### src/rtl/vga_pixel_pipe.sv
// VGA pixel pipeline: timing counters, sync decode, scaled framebuffer addressing, test patterns.
// Define VGA_BORDER_EN to overlay BORDER_COLOR on the active-area edge in framebuffer mode.
module vga_pixel_pipe #(
    parameter int H_ACTIVE    = 640,
    parameter int H_FP        = 16,
    parameter int H_SYNC      = 96,
    parameter int H_BP        = 48,
    parameter int V_ACTIVE    = 480,
    parameter int V_FP        = 10,
    parameter int V_SYNC      = 2,
    parameter int V_BP        = 33,
    parameter int HS_POL      = 0,
    parameter int VS_POL      = 0,
    parameter int CNT_W       = 10,
    parameter int SCALE_SHIFT = 1,
    parameter int ADDR_W      = 17,
`ifdef VGA_BORDER_EN
    parameter logic [11:0] BORDER_COLOR = 12'hf00,
`endif
    parameter int CHK_SHIFT   = 3
) (
    input  logic              clk,
    input  logic              rst,
    input  logic              pix_ce,
    input  logic [1:0]        mode,
    input  logic [11:0]       solid_color,
    input  logic [11:0]       fb_data,
    output logic [ADDR_W-1:0] fb_addr,
    output logic              fb_rd_en,
    output logic              hsync,
    output logic              vsync,
    output logic              de,
    output logic [11:0]       rgb,
    output logic              frame_start,
    output logic [CNT_W-1:0]  hcnt,
    output logic [CNT_W-1:0]  vcnt
);
    typedef enum logic [1:0] {
        MODE_FB    = 2'd0,
        MODE_BARS  = 2'd1,
        MODE_CHK   = 2'd2,
        MODE_SOLID = 2'd3
    } mode_t;

    localparam int H_TOTAL = H_ACTIVE + H_FP + H_SYNC + H_BP;
    localparam int V_TOTAL = V_ACTIVE + V_FP + V_SYNC + V_BP;
    localparam logic [CNT_W-1:0] H_LAST   = CNT_W'(H_TOTAL - 1);
    localparam logic [CNT_W-1:0] V_LAST   = CNT_W'(V_TOTAL - 1);
    localparam logic [CNT_W-1:0] H_ACT    = CNT_W'(H_ACTIVE);
    localparam logic [CNT_W-1:0] V_ACT    = CNT_W'(V_ACTIVE);
    localparam logic [CNT_W-1:0] HS_BEG   = CNT_W'(H_ACTIVE + H_FP);
    localparam logic [CNT_W-1:0] HS_END   = CNT_W'(H_ACTIVE + H_FP + H_SYNC);
    localparam logic [CNT_W-1:0] VS_BEG   = CNT_W'(V_ACTIVE + V_FP);
    localparam logic [CNT_W-1:0] VS_END   = CNT_W'(V_ACTIVE + V_FP + V_SYNC);
    localparam logic [CNT_W-1:0] ROW_MASK = CNT_W'((1 << SCALE_SHIFT) - 1);
    localparam logic [ADDR_W-1:0] FB_W    = ADDR_W'(H_ACTIVE >> SCALE_SHIFT);
    localparam int unsigned BAR_W         = H_ACTIVE / 8;
    localparam logic HS_ON = (HS_POL != 0);
    localparam logic VS_ON = (VS_POL != 0);

    logic [CNT_W-1:0]  hcnt_q, hcnt_d, vcnt_q, vcnt_d;
    logic [ADDR_W-1:0] row_base_q, row_base_d, fb_addr_q, fb_addr_d;
    mode_t             mode_q, mode_d, s1_mode_q, s1_mode_d, s2_mode_q, s2_mode_d;
    logic              s1_de_q, s1_de_d, s1_hs_q, s1_hs_d, s1_vs_q, s1_vs_d, s1_first_q, s1_first_d;
    logic              s2_de_q, s2_de_d, s2_hs_q, s2_hs_d, s2_vs_q, s2_vs_d, s2_first_q, s2_first_d;
    logic [11:0]       s1_pat_q, s1_pat_d, s2_pat_q, s2_pat_d;
    logic              de_q, de_d, hsync_q, hsync_d, vsync_q, vsync_d, frame_start_q, frame_start_d;
    logic [11:0]       rgb_q, rgb_d;
`ifdef VGA_BORDER_EN
    logic              s1_border_q, s1_border_d, s2_border_q, s2_border_d;
`endif

    logic        active0, first0, hs0, vs0;
    mode_t       mode0;
    logic [2:0]  bar_idx;
    logic [11:0] bar_rgb, pat0, fb_pix;

    always_comb begin
        active0 = (hcnt_q < H_ACT) && (vcnt_q < V_ACT);
        first0  = (hcnt_q == '0) && (vcnt_q == '0);
        hs0     = (hcnt_q >= HS_BEG && hcnt_q < HS_END) ? HS_ON : ~HS_ON;
        vs0     = (vcnt_q >= VS_BEG && vcnt_q < VS_END) ? VS_ON : ~VS_ON;
        // The frame's first pixel already uses the newly sampled mode.
        mode0   = first0 ? mode_t'(mode) : mode_q;

        bar_idx = '0;
        for (int unsigned k = 1; k < 8; k++) begin
            if (hcnt_q >= CNT_W'(k * BAR_W)) bar_idx = 3'(k);
        end
        bar_rgb = '0;
        case (bar_idx)
            3'd0: bar_rgb = 12'hfff;
            3'd1: bar_rgb = 12'hff0;
            3'd2: bar_rgb = 12'h0ff;
            3'd3: bar_rgb = 12'h0f0;
            3'd4: bar_rgb = 12'hf0f;
            3'd5: bar_rgb = 12'hf00;
            3'd6: bar_rgb = 12'h00f;
            3'd7: bar_rgb = 12'h000;
            default: bar_rgb = '0;
        endcase
        pat0 = '0;
        case (mode0)
            MODE_BARS:  pat0 = bar_rgb;
            MODE_CHK:   pat0 = (hcnt_q[CHK_SHIFT] ^ vcnt_q[CHK_SHIFT]) ? 12'hfff : 12'h000;
            MODE_SOLID: pat0 = solid_color;
            default:    pat0 = '0;
        endcase

`ifdef VGA_BORDER_EN
        fb_pix = s2_border_q ? BORDER_COLOR : fb_data;
`else
        fb_pix = fb_data;
`endif

        hcnt_d = hcnt_q;  vcnt_d = vcnt_q;  row_base_d = row_base_q;  mode_d = mode_q;
        fb_addr_d = fb_addr_q;
        s1_de_d = s1_de_q;  s1_hs_d = s1_hs_q;  s1_vs_d = s1_vs_q;  s1_first_d = s1_first_q;
        s1_mode_d = s1_mode_q;  s1_pat_d = s1_pat_q;
        s2_de_d = s2_de_q;  s2_hs_d = s2_hs_q;  s2_vs_d = s2_vs_q;  s2_first_d = s2_first_q;
        s2_mode_d = s2_mode_q;  s2_pat_d = s2_pat_q;
        de_d = de_q;  hsync_d = hsync_q;  vsync_d = vsync_q;  frame_start_d = frame_start_q;
        rgb_d = rgb_q;
`ifdef VGA_BORDER_EN
        s1_border_d = s1_border_q;  s2_border_d = s2_border_q;
`endif

        if (pix_ce) begin
            mode_d = mode0;
            // Row base steps by one framebuffer line each time the scaled row index advances.
            if (hcnt_q == H_LAST) begin
                hcnt_d = '0;
                if (vcnt_q == V_LAST) begin
                    vcnt_d     = '0;
                    row_base_d = '0;
                end else begin
                    vcnt_d = vcnt_q + 1'b1;
                    if ((vcnt_q & ROW_MASK) == ROW_MASK) row_base_d = row_base_q + FB_W;
                end
            end else begin
                hcnt_d = hcnt_q + 1'b1;
            end

            if (active0) fb_addr_d = row_base_q + ADDR_W'(hcnt_q >> SCALE_SHIFT);
            s1_de_d = active0;  s1_hs_d = hs0;  s1_vs_d = vs0;  s1_first_d = first0;
            s1_mode_d = mode0;  s1_pat_d = pat0;

            s2_de_d = s1_de_q;  s2_hs_d = s1_hs_q;  s2_vs_d = s1_vs_q;  s2_first_d = s1_first_q;
            s2_mode_d = s1_mode_q;  s2_pat_d = s1_pat_q;
`ifdef VGA_BORDER_EN
            s1_border_d = (hcnt_q == '0) || (hcnt_q == H_ACT - 1'b1) ||
                          (vcnt_q == '0) || (vcnt_q == V_ACT - 1'b1);
            s2_border_d = s1_border_q;
`endif

            de_d          = s2_de_q;
            hsync_d       = s2_hs_q;
            vsync_d       = s2_vs_q;
            frame_start_d = s2_first_q;
            rgb_d         = !s2_de_q ? 12'h000 : (s2_mode_q == MODE_FB) ? fb_pix : s2_pat_q;
        end
    end

    always_ff @(posedge clk) begin
        if (rst) begin
            hcnt_q <= '0;  vcnt_q <= '0;  row_base_q <= '0;  mode_q <= MODE_FB;
            fb_addr_q <= '0;
            s1_de_q <= 1'b0;  s1_hs_q <= ~HS_ON;  s1_vs_q <= ~VS_ON;  s1_first_q <= 1'b0;
            s1_mode_q <= MODE_FB;  s1_pat_q <= '0;
            s2_de_q <= 1'b0;  s2_hs_q <= ~HS_ON;  s2_vs_q <= ~VS_ON;  s2_first_q <= 1'b0;
            s2_mode_q <= MODE_FB;  s2_pat_q <= '0;
            de_q <= 1'b0;  hsync_q <= ~HS_ON;  vsync_q <= ~VS_ON;  frame_start_q <= 1'b0;
            rgb_q <= '0;
`ifdef VGA_BORDER_EN
            s1_border_q <= 1'b0;  s2_border_q <= 1'b0;
`endif
        end else begin
            hcnt_q <= hcnt_d;  vcnt_q <= vcnt_d;  row_base_q <= row_base_d;  mode_q <= mode_d;
            fb_addr_q <= fb_addr_d;
            s1_de_q <= s1_de_d;  s1_hs_q <= s1_hs_d;  s1_vs_q <= s1_vs_d;  s1_first_q <= s1_first_d;
            s1_mode_q <= s1_mode_d;  s1_pat_q <= s1_pat_d;
            s2_de_q <= s2_de_d;  s2_hs_q <= s2_hs_d;  s2_vs_q <= s2_vs_d;  s2_first_q <= s2_first_d;
            s2_mode_q <= s2_mode_d;  s2_pat_q <= s2_pat_d;
            de_q <= de_d;  hsync_q <= hsync_d;  vsync_q <= vsync_d;  frame_start_q <= frame_start_d;
            rgb_q <= rgb_d;
`ifdef VGA_BORDER_EN
            s1_border_q <= s1_border_d;  s2_border_q <= s2_border_d;
`endif
        end
    end

    assign fb_addr     = fb_addr_q;
    assign fb_rd_en    = s1_de_q & pix_ce & ~rst;
    assign hsync       = hsync_q;
    assign vsync       = vsync_q;
    assign de          = de_q;
    assign rgb         = rgb_q;
    assign frame_start = frame_start_q;
    assign hcnt        = hcnt_q;
    assign vcnt        = vcnt_q;
endmodule

### config.mk
export PLATFORM = sky130hd
export DESIGN_NAME = vga_pixel_pipe
export DESIGN_NICKNAME = d
export VERILOG_FILES = /design/src/rtl/vga_pixel_pipe.sv
export SDC_FILE = /design/constraint.sdc
export NUM_CORES = 1
export LEC_CHECK = 0
export CAP_MARGIN = 10
export CORE_AREA = 2 2 140 142
export DETAILED_ROUTE_END_ITERATION = 8
export DIE_AREA = 0 0 142 144
export HOLD_SLACK_MARGIN = 0.1
export PLACE_DENSITY = 0.5
export SETUP_SLACK_MARGIN = 0.05
export SLEW_MARGIN = 20
export SYNTH_ARGS = -nofsm -noshare
export SYNTH_HDL_FRONTEND = slang
export SYNTH_SLANG_ARGS = --single-unit
### constraint.sdc
create_clock -name clk -period 3.7 [get_ports clk]
set_input_delay 0.37 -clock clk [delete_from_list [all_inputs] [get_ports clk]]
set_output_delay 0.37 -clock clk [all_outputs]
set_load 0.01 [all_outputs]
==> impl_metrics.tcl <==
set metrics [dict create \
    status "finished clean" \
    overflow 0 \
    synthArstFlopShare_pct 0 \
    crit_chain "or3_1, or4_4, o31a_1, a211oi_2, nor2_1, a211oi_1" \
    wire_per_inst_um 14.3 \
    io_pins 83 \
    ys_seq_elements 100 \
    insertion_delay_ns 0.36 \
    worst-setup-path-type "reg2reg" \
    initial_core_util_pct 24.5 \
    portBuffers 82 \
    period_needed_ns 2.86 \
    cts_resized 0 \
    netlist_instances 559 \
    arrival_ns 3.12 \
    netSwitchingFraction_pct 26.9 \
    drt_pass1_iterations 4 \
    path_clk_slew_ns 0.08 \
    slowest_stage "a211oi_2" \
    track_usage_pct 12.1 \
    power_density_nw_per_um2 388 \
    clock-root-buffer "clkbuf_16" \
    placed_cells 846 \
    syn_avg_cell_area_um2 8.36 \
    synth_area_um2 4670 \
    r2r_cells 6 \
    ys_types 51 \
    nets 657 \
    crit_fanout 14 \
    p_int_mw 1.70 \
    dp_hpwl_um 8920 \
    clockPowerShare_pct 42.0 \
    drive_above_1_share_pct 4.49 \
    ys.flop_type "dfxtp_1" \
    synth.top_cell.area_share_pct 42.8 \
    skew_ns 0.0130 \
    start_kind "flop" \
    synth_edf_count 0 \
    synth_top_cell_by_area "dfxtp_1" \
    vias 4007 \
    peakVddDrop_v 0.000201 \
    multi_input_area_um2 2490 \
    gp_congestion 0.740 \
    required_ns 3.96 \
    worstSetupPathDepth 6 \
    seqPwrFrac_pct 48.6 \
    timing.fmax_mhz 350 \
    cts_tree "yes" \
    routed_wl_um 12300 \
    diodes 0 \
    finalHoldViolCount 0 \
    fin_util_pct 31.4 \
    period_share_pct 77.3 \
    grt_max_degree 44 \
    end_kind "flop" \
    crit_path_start "hcnt[6]" \
    critical_path.top_delay_family "compound AO/OA/AOI/OAI gates" \
    via_per_inst 4.65 \
    syn_to_final_growth_pct 28.0 \
    cpPeakStageDelay_ns 0.71 \
    critical_path_buf_inv_count 0 \
    maxCapViolCount 0 \
    power_switching_mw 0.624 \
    first_global_vias 3781 \
    fill_cells 1975 \
    rsz0062_at_grt "false" \
    tightest_slew_ns 0.832 \
    fin_tns_setup_ns 0 \
    final_common_cell "nor2_1" \
    postRouteAntennaNets 0 \
    postCtsSetupRepairBufs 0 \
    htreeDepth 3 \
    pwr-share-comb_pct 9.5 \
    r2r_slack_ns 0.84 \
    synth.top_cells.by_area "dfxtp_1 43%, nor2_1 8.4%, a21oi_1 5.5%" \
    die_h_um 144 \
    timing.slew.headroom_pct 44.4 \
    antenna_found_initial 0 \
    crit_end "s1_pat_q[0]" \
    cts_buffers 9 \
    cts_buffer_depth 2 \
    ys_seq_area_share_pct 42.8 \
    cts_hold_buf 0 \
    hold_slack_ns 0.439 \
    yosysWarnings 0 \
    worstReg2RegStart "hcnt[6]" \
    drtIter0Drc 182 \
    area.sequential_um2 2000 \
    die_w_um 142 \
    clkSinkCount 100 \
    core-area_um2 19100 \
    p_leak_nw 2.24 \
    hold_path_class "in2reg" \
    synth_fp_nets 597 \
    fp-row-count 51 \
    grt_pass1_wl_um 19600 \
    r2r_end "s1_pat_q[0]" \
    drc 0 \
    dieArea_um2 20400 \
    final_cells 862 \
    final_cell_mix "105 x nor2_1, 100 x dfxtp_1, 80 x clkdlybuf4s50_1, 51 x a21oi_1, 36 x nand2_1" \
    maxSlewViolCount 0 \
    finalSetupViolCount 0 \
    total_power_mw 2.32 \
]
-- area by class of cell --
type | count | area share (%)
tap | 238 | 4.98
timing repair buffer | 87 | 14.2
inverter | 9 | 0.564
sequential | 100 | 33.5
clock inverter | 7 | 1.40
multi-input combinational | 412 | 41.7
clock buffer | 9 | 3.76
-- sequential cells by signal, indices dropped and copies added (netlist names), 2 cells and up --
register / count
fb_addr: 17
hcnt: 10
rgb: 12
row_base_q: 11
s1_mode_q: 2
s1_pat_q: 12
s2_mode_q: 2
s2_pat_q: 12
vcnt: 10
-- kinds of logic (layout without fill, tap and decap cells) --
kind of cell	count (synthesis)	in the layout	synth area share [%]
adder cells (fa/ha/maj)	10	10	2.62
AND/OR/NAND/NOR	220	220	22.2
AO/OA/AOI/OAI	119	119	16.2
buffers and inverters	47	112	3.83
XOR/XNOR	37	37	6.93
flip-flops	100	100	42.8
other	1	1	0.0802
multiplexers	25	25	5.35
-- synth_stat cells, types with 4 or more instances --
| master | number |
|---|---|
| nor2_1 | 105 |
| dfxtp_1 | 100 |
| clkbuf_1 | 32 |
| and2_1 | 4 |
| nor3_1 | 5 |
| nor4_1 | 4 |
| o21a_1 | 4 |
| inv_1 | 8 |
| nor2b_1 | 22 |
| buf_1 | 4 |
| nand4_1 | 11 |
| xnor2_1 | 17 |
| ha_1 | 9 |
| nand2_1 | 36 |
| a211oi_1 | 23 |
| nand3_1 | 13 |
| a21oi_1 | 51 |
| xor2_1 | 20 |
| a211o_1 | 6 |
| o21ai_0 | 16 |
| mux2i_1 | 25 |
-- metrics by stage --
| stage | area (um2) | setup slack [ns] |
|---|---|---|
| 3_3_place_gp | 5680 | 0.974 |
| 6_report | 5980 | 0.840 |
| 5_1_grt | 5980 | 0.634 |
| 2_1_floorplan | 4670 | 1.27 |
| 4_1_cts | 5980 | 0.858 |
| 3_5_place_dp | 5680 | 0.887 |
-- layer usage --
metal / share of wire [%] / up-vias / wire (um) / global-route usage, %
li1: - / 2049 / - / -
met1: 47 / 1880 / 5850 / 15.6
met2: 47 / 67 / 5790 / 19.8
met3: 4.5 / 11 / 559 / 3.61
met4: 1.2 / 0 / 143 / 3.47
met5: 0 / - / 0 / 0
-- worst min-delay path, stage by stage --
cell     delay [ns]
buf_2          0.20
nand3_1        0.11
a21oi_1        0.07
-- worst min-delay path by stage --
stage             from            to  slack [ns]  cells after the start
2_1_floorplan  s2_hs_q         hsync        0.43                      1
5_1_grt         pix_ce  s1_mode_q[1]        0.46                      3
4_1_cts         pix_ce  s1_mode_q[1]        0.43                      3
6_report        pix_ce  s1_mode_q[1]        0.44                      3
3_3_place_gp   s2_vs_q         vsync        0.45                      1
3_5_place_dp   s2_vs_q         vsync        0.45                      1
-- power by group through the flow --
| stage | clock network, mW | registers, mW | logic [mW] |
|---|---|---|---|
| 5_1_grt | 1.05 | 1.13 | 0.243 |
| 3_3_place_gp | 0 | 1.15 | 0.218 |
| 6_report | 0.973 | 1.13 | 0.220 |
| 3_5_place_dp | 0 | 1.15 | 0.222 |
| 4_1_cts | 1.00 | 1.13 | 0.223 |
| 2_1_floorplan | 0 | 1.15 | 0.128 |
No activity file was read; power rests on OpenSTA's default activity.
